$ cat src/rtl/bmp_pkg.sv
// Shared definitions for the BMP command queue: display-port register
// addresses, queue entry layout and drain FSM state encoding.
package bmp_pkg;

  localparam logic [15:0] BMP_ADDR_X    = 16'hC008;
  localparam logic [15:0] BMP_ADDR_Y    = 16'hC009;
  localparam logic [15:0] BMP_ADDR_CTRL = 16'hC00A;

  localparam int unsigned X_W     = 10;
  localparam int unsigned Y_W     = 9;
  localparam int unsigned C_W     = 16;
  localparam int unsigned ENTRY_W = X_W + Y_W + C_W;

  typedef struct packed {
    logic [X_W-1:0] x;
    logic [Y_W-1:0] y;
    logic [C_W-1:0] ctrl;
  } entry_t;

  typedef enum logic [2:0] {
    ST_IDLE,
    ST_SEND_X,
    ST_SEND_Y,
    ST_SEND_C,
    ST_GAP
  } state_t;

endpackage

$ cat src/rtl/bmp_cmd_fifo.sv
// Synchronous FIFO for queued placement commands. DEPTH must be a power
// of two so the pointers wrap naturally. A pop frees a slot in the same
// clock, so push+pop while full is accepted.
module bmp_cmd_fifo #(
  parameter int unsigned DEPTH = 8,
  parameter int unsigned WIDTH = 35
) (
  input  logic                     clk,
  input  logic                     rst_n,
  input  logic                     i_push,
  input  logic                     i_pop,
  input  logic [WIDTH-1:0]         i_data,
  output logic [WIDTH-1:0]         o_data,
  output logic                     o_full,
  output logic                     o_empty,
  output logic [$clog2(DEPTH):0]   o_count
);

  localparam int unsigned AW = $clog2(DEPTH);
  localparam logic [AW:0] FULL_CNT = (AW+1)'(DEPTH);

  logic [WIDTH-1:0] r_mem [DEPTH];
  logic [AW-1:0]    r_wr_ptr;
  logic [AW-1:0]    r_rd_ptr;
  logic [AW:0]      r_count;
  logic             w_do_push;
  logic             w_do_pop;

  assign o_full    = (r_count == FULL_CNT);
  assign o_empty   = (r_count == '0);
  assign o_count   = r_count;
  assign o_data    = r_mem[r_rd_ptr];
  assign w_do_pop  = i_pop && !o_empty;
  assign w_do_push = i_push && (!o_full || w_do_pop);

  // Storage array; contents are don't-care until written.
  always_ff @(posedge clk) begin
    if (w_do_push) r_mem[r_wr_ptr] <= i_data;
  end

  // Pointer and occupancy bookkeeping.
  always_ff @(posedge clk or negedge rst_n) begin
    if (!rst_n) begin
      r_wr_ptr <= '0;
      r_rd_ptr <= '0;
      r_count  <= '0;
    end else begin
      if (w_do_push) r_wr_ptr <= r_wr_ptr + AW'(1);
      if (w_do_pop)  r_rd_ptr <= r_rd_ptr + AW'(1);
      if (w_do_push && !w_do_pop)      r_count <= r_count + (AW+1)'(1);
      else if (!w_do_push && w_do_pop) r_count <= r_count - (AW+1)'(1);
    end
  end

endmodule

$ cat src/rtl/bmp_cmd_queue.sv
// BMP command queue: CPU posts X/Y/CTRL placement commands into a FIFO;
// a drain FSM replays each as a paced burst on the display bus port
// (C008 X, C009 Y, C00A control) followed by GAP_CYCLES idle clocks.
// Optional build macro BMP_Q_SKIP_DUP_XY_EN: omit X/Y beats that repeat
// the last issued value.
module bmp_cmd_queue
  import bmp_pkg::*;
#(
  parameter int unsigned DEPTH      = 8,
  parameter int unsigned GAP_CYCLES = 16,
  parameter logic [15:0] BASE_ADDR  = 16'hC010
) (
  input  logic        clk,
  input  logic        rst_n,
  input  logic [15:0] cpu_addr,
  input  logic        cpu_we,
  input  logic [15:0] cpu_wdata,
  output logic [15:0] cpu_rdata,
  input  logic        end_clear,
  input  logic        place_busy,
  output logic        bmp_sel,
  output logic [15:0] bmp_addr,
  output logic [15:0] bmp_data
);

  localparam int unsigned CW = $clog2(DEPTH) + 1;
  localparam int unsigned GW = (GAP_CYCLES > 1) ? $clog2(GAP_CYCLES) : 1;
  localparam logic [GW-1:0] GAP_LAST = GW'(GAP_CYCLES - 1);

  logic [X_W-1:0] r_stage_x;
  logic [Y_W-1:0] r_stage_y;
  logic           r_ovf;
  state_t         r_state;
  entry_t         r_iss;
  logic           r_skip_y;
  logic [GW-1:0]  r_gap;
  logic           r_sel;
  logic [15:0]    r_addr;
  logic [15:0]    r_data;

  logic               w_wr_x, w_wr_y, w_wr_c, w_wr_clr;
  logic               w_pop, w_full, w_empty;
  logic [CW-1:0]      w_count;
  logic [ENTRY_W-1:0] w_head_bits;
  entry_t             w_head;
  entry_t             w_push_entry;
  logic [15:0]        w_status;
  logic               w_skip_x, w_skip_y;

  assign w_wr_x   = cpu_we && (cpu_addr == BASE_ADDR);
  assign w_wr_y   = cpu_we && (cpu_addr == BASE_ADDR + 16'd1);
  assign w_wr_c   = cpu_we && (cpu_addr == BASE_ADDR + 16'd2);
  assign w_wr_clr = cpu_we && (cpu_addr == BASE_ADDR + 16'd3);

  assign w_push_entry = '{x: r_stage_x, y: r_stage_y, ctrl: cpu_wdata};
  assign w_head       = entry_t'(w_head_bits);
  assign w_pop        = (r_state == ST_IDLE) && !w_empty && end_clear && !place_busy;

  assign w_status  = {r_ovf, w_full, w_empty, 8'h00, 5'(w_count)};
  assign cpu_rdata = (cpu_addr == BASE_ADDR + 16'd3) ? w_status : '0;

  assign bmp_sel  = r_sel;
  assign bmp_addr = r_addr;
  assign bmp_data = r_data;

  bmp_cmd_fifo #(
    .DEPTH (DEPTH),
    .WIDTH (ENTRY_W)
  ) u_fifo (
    .clk     (clk),
    .rst_n   (rst_n),
    .i_push  (w_wr_c),
    .i_pop   (w_pop),
    .i_data  (w_push_entry),
    .o_data  (w_head_bits),
    .o_full  (w_full),
    .o_empty (w_empty),
    .o_count (w_count)
  );

  // CPU-side staging registers and sticky overflow flag.
  always_ff @(posedge clk or negedge rst_n) begin
    if (!rst_n) begin
      r_stage_x <= '0;
      r_stage_y <= '0;
      r_ovf     <= 1'b0;
    end else begin
      if (w_wr_x) r_stage_x <= cpu_wdata[X_W-1:0];
      if (w_wr_y) r_stage_y <= cpu_wdata[Y_W-1:0];
      if (w_wr_c && w_full && !w_pop) r_ovf <= 1'b1;
      else if (w_wr_clr)              r_ovf <= 1'b0;
    end
  end

`ifdef BMP_Q_SKIP_DUP_XY_EN
  logic [X_W-1:0] r_last_x;
  logic [Y_W-1:0] r_last_y;
  logic           r_last_v;

  // Remember the coordinates of the most recently issued command.
  always_ff @(posedge clk or negedge rst_n) begin
    if (!rst_n) begin
      r_last_x <= '0;
      r_last_y <= '0;
      r_last_v <= 1'b0;
    end else if (w_pop) begin
      r_last_x <= w_head.x;
      r_last_y <= w_head.y;
      r_last_v <= 1'b1;
    end
  end
`endif

  // Decide which coordinate beats of the head entry are redundant.
  always_comb begin
    w_skip_x = 1'b0;
    w_skip_y = 1'b0;
`ifdef BMP_Q_SKIP_DUP_XY_EN
    w_skip_x = r_last_v && (w_head.x == r_last_x);
    w_skip_y = r_last_v && (w_head.y == r_last_y);
`endif
  end

  // Drain FSM: pop in IDLE, emit one registered beat per SEND state, then pace.
  always_ff @(posedge clk or negedge rst_n) begin
    if (!rst_n) begin
      r_state  <= ST_IDLE;
      r_iss    <= '0;
      r_skip_y <= 1'b0;
      r_gap    <= '0;
      r_sel    <= 1'b0;
      r_addr   <= '0;
      r_data   <= '0;
    end else begin
      case (r_state)
        ST_IDLE: begin
          r_sel  <= 1'b0;
          r_addr <= '0;
          r_data <= '0;
          if (w_pop) begin
            r_iss    <= w_head;
            r_skip_y <= w_skip_y;
            if (!w_skip_x)      r_state <= ST_SEND_X;
            else if (!w_skip_y) r_state <= ST_SEND_Y;
            else                r_state <= ST_SEND_C;
          end
        end
        ST_SEND_X: begin
          r_sel   <= 1'b1;
          r_addr  <= BMP_ADDR_X;
          r_data  <= {6'h00, r_iss.x};
          r_state <= r_skip_y ? ST_SEND_C : ST_SEND_Y;
        end
        ST_SEND_Y: begin
          r_sel   <= 1'b1;
          r_addr  <= BMP_ADDR_Y;
          r_data  <= {7'h00, r_iss.y};
          r_state <= ST_SEND_C;
        end
        ST_SEND_C: begin
          r_sel   <= 1'b1;
          r_addr  <= BMP_ADDR_CTRL;
          r_data  <= r_iss.ctrl;
          r_gap   <= '0;
          r_state <= ST_GAP;
        end
        ST_GAP: begin
          r_sel  <= 1'b0;
          r_addr <= '0;
          r_data <= '0;
          if (r_gap == GAP_LAST) r_state <= ST_IDLE;
          else                   r_gap   <= r_gap + GW'(1);
        end
        default: begin
          r_sel   <= 1'b0;
          r_addr  <= '0;
          r_data  <= '0;
          r_state <= ST_IDLE;
        end
      endcase
    end
  end

endmodule

$ cat config.mk
export PLATFORM = sky130hd
export DESIGN_NAME = bmp_cmd_queue
export DESIGN_NICKNAME = d
export VERILOG_FILES = /design/src/rtl/bmp_pkg.sv /design/src/rtl/bmp_cmd_fifo.sv /design/src/rtl/bmp_cmd_queue.sv
export SDC_FILE = /design/constraint.sdc
export NUM_CORES = 1
export LEC_CHECK = 0
export BUFFER_PORTS_ARGS = -buffer_cell sky130_fd_sc_hd__buf_4
export CORE_MARGIN = 1
export CORE_UTILIZATION = 60
export DETAILED_ROUTE_END_ITERATION = 6
export PLACE_DENSITY = 0.79
export SLEW_MARGIN = 20
export SYNTH_ARGS = -nofsm -noshare
export SYNTH_HDL_FRONTEND = slang
export SYNTH_SLANG_ARGS = --single-unit
$ cat constraint.sdc
create_clock -name clk -period 6 [get_ports clk]
set_input_delay 0 -clock clk [delete_from_list [all_inputs] [get_ports clk]]
set_output_delay 0 -clock clk [all_outputs]
set_load 0.02 [all_outputs]
==> results.yml <==
sta:
  timing.final.setup_violations: 0
  fin_skew_ns: 0.0143
  post-route-worst-setup-slack_ns: 2.48
  timing_worst_slew_pin_value_ns: 1.09
  period_share: 0.587
  rsz0062_at_grt: "false"
  hold_violations: 0
  tns_ns: 0
  final.min_clock_period_ns: 3.52
  maxSlewViolCount: 0
  max_freq_mhz: 284
  relSlewSlack: 0.273
global_routing:
  antenna_found_initial: 0
  gr-usage-all-layers: 0.239
  globalRouteOverflowTotal: 0
  grt_pass1_wl_mm: 42.8
  grt_start_max_net_pins: 76
  grt_pass1_vias: 7548
routing:
  vias: 7221
  wirelength_mm: 28.2
  remaining_drc_errors: 0
  drt_first_iter_violations: 692
  ant_nets: 0
  wl_per_cell_um: 23.1
  drtPass1Iterations: 5
  drt-vias-per-instance: 5.92
placed_design:
  placed_area_um2: 15400
  placedCellCount: 1125
  portBuffers: 65
  placement_setup_slack_ns: 2.52
  dpl.hpwl_mm: 16.0
  gpl.final_weighted_congestion: 0.799
floorplanning:
  initial_utilization: 0.616
  floorplan.core_area_um2: 23700
  rows: 56
  number_of_ports_placed_on_the_die_boundary: 86
  die_width_um: 158
  dieHeight_um: 158
  floorplan.die_area_um2: 24900
cts:
  clock_insertion_delay_at_the_later_pin_of_the_skew_report_ns: 0.52
  post-cts-setup-buffer-count: 0
  maximum_buffer_depth_of_the_clock_tree: 3
  cts.clk_slew.worst_paths_ns: 0.06
  root_driver: "sky130_fd_sc_hd__clkbuf_16"
  cts.sink_count: 372
  tritoncts: "done"
  cts_buffers: 37
  cts_max_level: 2
  cts-resized-gates: 0
power_and_ir_drop:
  clock_network_fraction_of_design_power: 0.331
  power.total_mw: 6.75
  cell_internal_power_mw: 4.90
  max_rail_drop_vdd_v: 0.000290
  sw_frac_of_total: 0.275
  p_comb_frac: 0.201
  power.net_switching_mw: 1.86
  total_leakage_power_nw: 6.55
  p_per_area_nw_per_um2: 400
  share_seq_of_total_power: 0.468
layout:
  antenna_cells: 0
  layout-drive-gt1-share: 0.282
  layout.nets: 916
  post_layout_instance_count_excluding_filler_cells: 1219
  area_growth_pct: 15.7
  post-route-cell-area_um2: 16900
  final.fill_count: 1427
critical_path:
  worst_setup_path_start_kind: "flip-flop"
  data_required_critical_path_ns: 6.43
  crit_path_end_kind: "flip-flop"
  critPathKind: "flip-flop to flip-flop"
  setup.reg_to_reg.worst_slack_ns: 2.48
  critPathArrivalTime_ns: 3.96
  worst-path-max-fanout: 75
logic_synthesis:
  synth_cell_types: 50
  synth.top_cells.by_area: "sky130_fd_sc_hd__edfxtp_1 58%, sky130_fd_sc_hd__dfrtp_1 16%, sky130_fd_sc_hd__mux4_2 11%"
  synth_xor_area_frac: 0.00652
  post_synth_and_or_nand_nor_area_fraction: 0.0434
  postSynth.topFlopCell: "sky130_fd_sc_hd__edfxtp_1"
  synth_top_family_by_area: "multiplexers"
  post_synthesis_compound_gate_area_fraction: 0.0228
  synth_seq_cells: 372
  post_synth_inst_count: 767
  syn-cell-area_um2: 14600
  async_reset_ff_frac: 0.247
  mean_cell_area_of_the_mapped_netlist_um2: 19.0
  synthDominantCellAreaShare: 0.577
  synth-edff-count: 280
  synthMuxAreaShare: 0.160
  synth-adder-area-share: 0.00652
  yosysWarnings: 0
  synth-seq-area-share: 0.735
  post-synth-top-area-cell: "sky130_fd_sc_hd__edfxtp_1"
hold_path:
  min_path_type: "primary input to flip-flop"
run_status:
  status: "completed"
run:
  cap_viol_max_count: 0
==> per-stage QoR <==
step           hold slack (ns)  utilization
2_1_floorplan           -0.296            -
3_3_place_gp           -0.0947        0.646
6_report                0.0640        0.712
3_5_place_dp           -0.0845        0.650
4_1_cts                 0.0384        0.712
5_1_grt                 0.0784        0.712
==> cells by family after synthesis <==
| logic type | Yosys count |
|---|---|
| flip-flops | 372 |
| multiplexers | 139 |
| AND/OR/NAND/NOR | 124 |
| buffers and inverters | 61 |
| AO/OA/AOI/OAI | 53 |
| XOR/XNOR | 10 |
| adder cells (fa/ha/maj) | 7 |
| other | 1 |
==> layer usage <==
metal,part of all wire,GRT usage,wire (µm),vias to the layer above
li1,-,-,-,3165
met1,0.41,0.326,11700,3717
met2,0.50,0.386,14100,277
met3,0.053,0.0402,1500,62
met4,0.032,0.0989,894,0
met5,0,0,0,-
==> cells in the mapped netlist, drive strengths merged (6+ instances only) <==
cell    count
edfxtp    280
nand4       6
dfrtp      92
o21ai      37
nor3        6
a21oi      10
mux4       70
clkbuf     17
mux2       22
ha          6
and2       12
buf        40
nand2      40
mux2i      47
nor2       37
xnor2       6
==> cells in the final DEF, fill, tap and decap left out, types with 2 or more instances in the layout <==
cell type,synthesis,final
sky130_fd_sc_hd__a21o_1,2,2
sky130_fd_sc_hd__a21oi_1,10,10
sky130_fd_sc_hd__and2_1,12,12
sky130_fd_sc_hd__and3_1,2,2
sky130_fd_sc_hd__buf_16,0,3
sky130_fd_sc_hd__buf_4,22,73
sky130_fd_sc_hd__clkbuf_1,17,8
sky130_fd_sc_hd__clkbuf_16,0,40
sky130_fd_sc_hd__clkbuf_8,0,4
sky130_fd_sc_hd__clkinv_1,0,7
sky130_fd_sc_hd__clkinv_2,0,2
sky130_fd_sc_hd__conb_1,1,20
sky130_fd_sc_hd__dfrtp_1,92,89
sky130_fd_sc_hd__dfrtp_2,0,2
sky130_fd_sc_hd__dlygate4sd3_1,0,26
sky130_fd_sc_hd__edfxtp_1,280,280
sky130_fd_sc_hd__ha_1,6,6
sky130_fd_sc_hd__inv_1,4,4
sky130_fd_sc_hd__mux2_2,10,10
sky130_fd_sc_hd__mux2_4,11,11
sky130_fd_sc_hd__mux2i_1,47,47
sky130_fd_sc_hd__mux4_2,70,70
sky130_fd_sc_hd__nand2_1,40,40
sky130_fd_sc_hd__nand2b_1,4,4
sky130_fd_sc_hd__nand3_1,3,3
sky130_fd_sc_hd__nand4_1,6,6
sky130_fd_sc_hd__nor2_1,36,30
sky130_fd_sc_hd__nor2_4,0,6
sky130_fd_sc_hd__nor3_1,5,3
sky130_fd_sc_hd__nor3_2,0,2
sky130_fd_sc_hd__nor4b_2,2,2
sky130_fd_sc_hd__o21ai_0,2,2
sky130_fd_sc_hd__o21ai_1,22,22
sky130_fd_sc_hd__o21ai_2,13,13
sky130_fd_sc_hd__xnor2_1,5,5
sky130_fd_sc_hd__xor2_1,4,4
==> sequential cells by signal, summed over array words and instances, names as in the netlist <==
name / cells
r_gap: 4
r_ovf: 1
r_state: 3
r_iss: 35
u_fifo.o_count: 4
r_stage_y: 9
u_fifo.r_wr_ptr: 3
r_stage_x: 10
u_fifo.r_rd_ptr: 3
bmp_sel: 1
u_fifo.r_mem: 280
bmp_addr: 3
bmp_data: 16
==> critical path: stages (launching register included) <==
cell                      delay, ns
sky130_fd_sc_hd__dfrtp_1       0.61
sky130_fd_sc_hd__or4b_4        0.64
sky130_fd_sc_hd__or3_4         0.65
sky130_fd_sc_hd__ha_1          0.36
sky130_fd_sc_hd__inv_1         0.14
sky130_fd_sc_hd__ha_1          0.28
sky130_fd_sc_hd__a21o_1        0.19
sky130_fd_sc_hd__a21oi_1       0.17
sky130_fd_sc_hd__mux2i_1       0.24
sky130_fd_sc_hd__xnor2_1       0.14
==> worst paths after layout <==
check,startpoint,end,cells past startpoint
max,r_state[2]$_DFFE_PN0P_,u_fifo.o_count[3]$_DFFE_PN0P_,9
min,cpu_addr[13],u_fifo.r_wr_ptr[2]$_DFFE_PN0P_,5
max reg2reg,r_state[2]$_DFFE_PN0P_,u_fifo.o_count[3]$_DFFE_PN0P_,9
min reg2reg,r_iss[12]$_DFFE_PN0P_,r_iss[12]$_DFFE_PN0P_,2
max in group asynchronous,rst_n,u_fifo.r_rd_ptr[0]$_DFFE_PN0P_,3
min in group asynchronous,rst_n,bmp_addr[0]$_DFF_PN0_,3
==> power by group through the flow <==
| stage | registers [mW] | clock network (mW) | logic [mW] |
|---|---|---|---|
| after floorplan | 3.12 | 0 | 1.08 |
| after global placement | 3.20 | 0 | 1.30 |
| after detailed placement | 3.21 | 0 | 1.34 |
| after CTS | 3.16 | 2.27 | 1.37 |
| after global routing | 3.19 | 2.36 | 1.47 |
| final | 3.16 | 2.24 | 1.36 |
==> timing repair <==
item,in CTS,in global routing
hold endpoints to repair,172,0
hold buffers,27,0
endpoints found under the setup margin,0,0
==> cell type report <==
type	count	area, µm²	share of cell area
Sequential cell	372	10700	0.635
Multi-Input combinational cell	353	3630	0.215
Clock buffer	53	1090	0.0648
Timing Repair Buffer	104	916	0.0543
Tap cell	319	399	0.0237
Clock inverter	14	97.6	0.00579
Inverter	4	15.0	0.000890
Power figures use the tool's default switching activity.
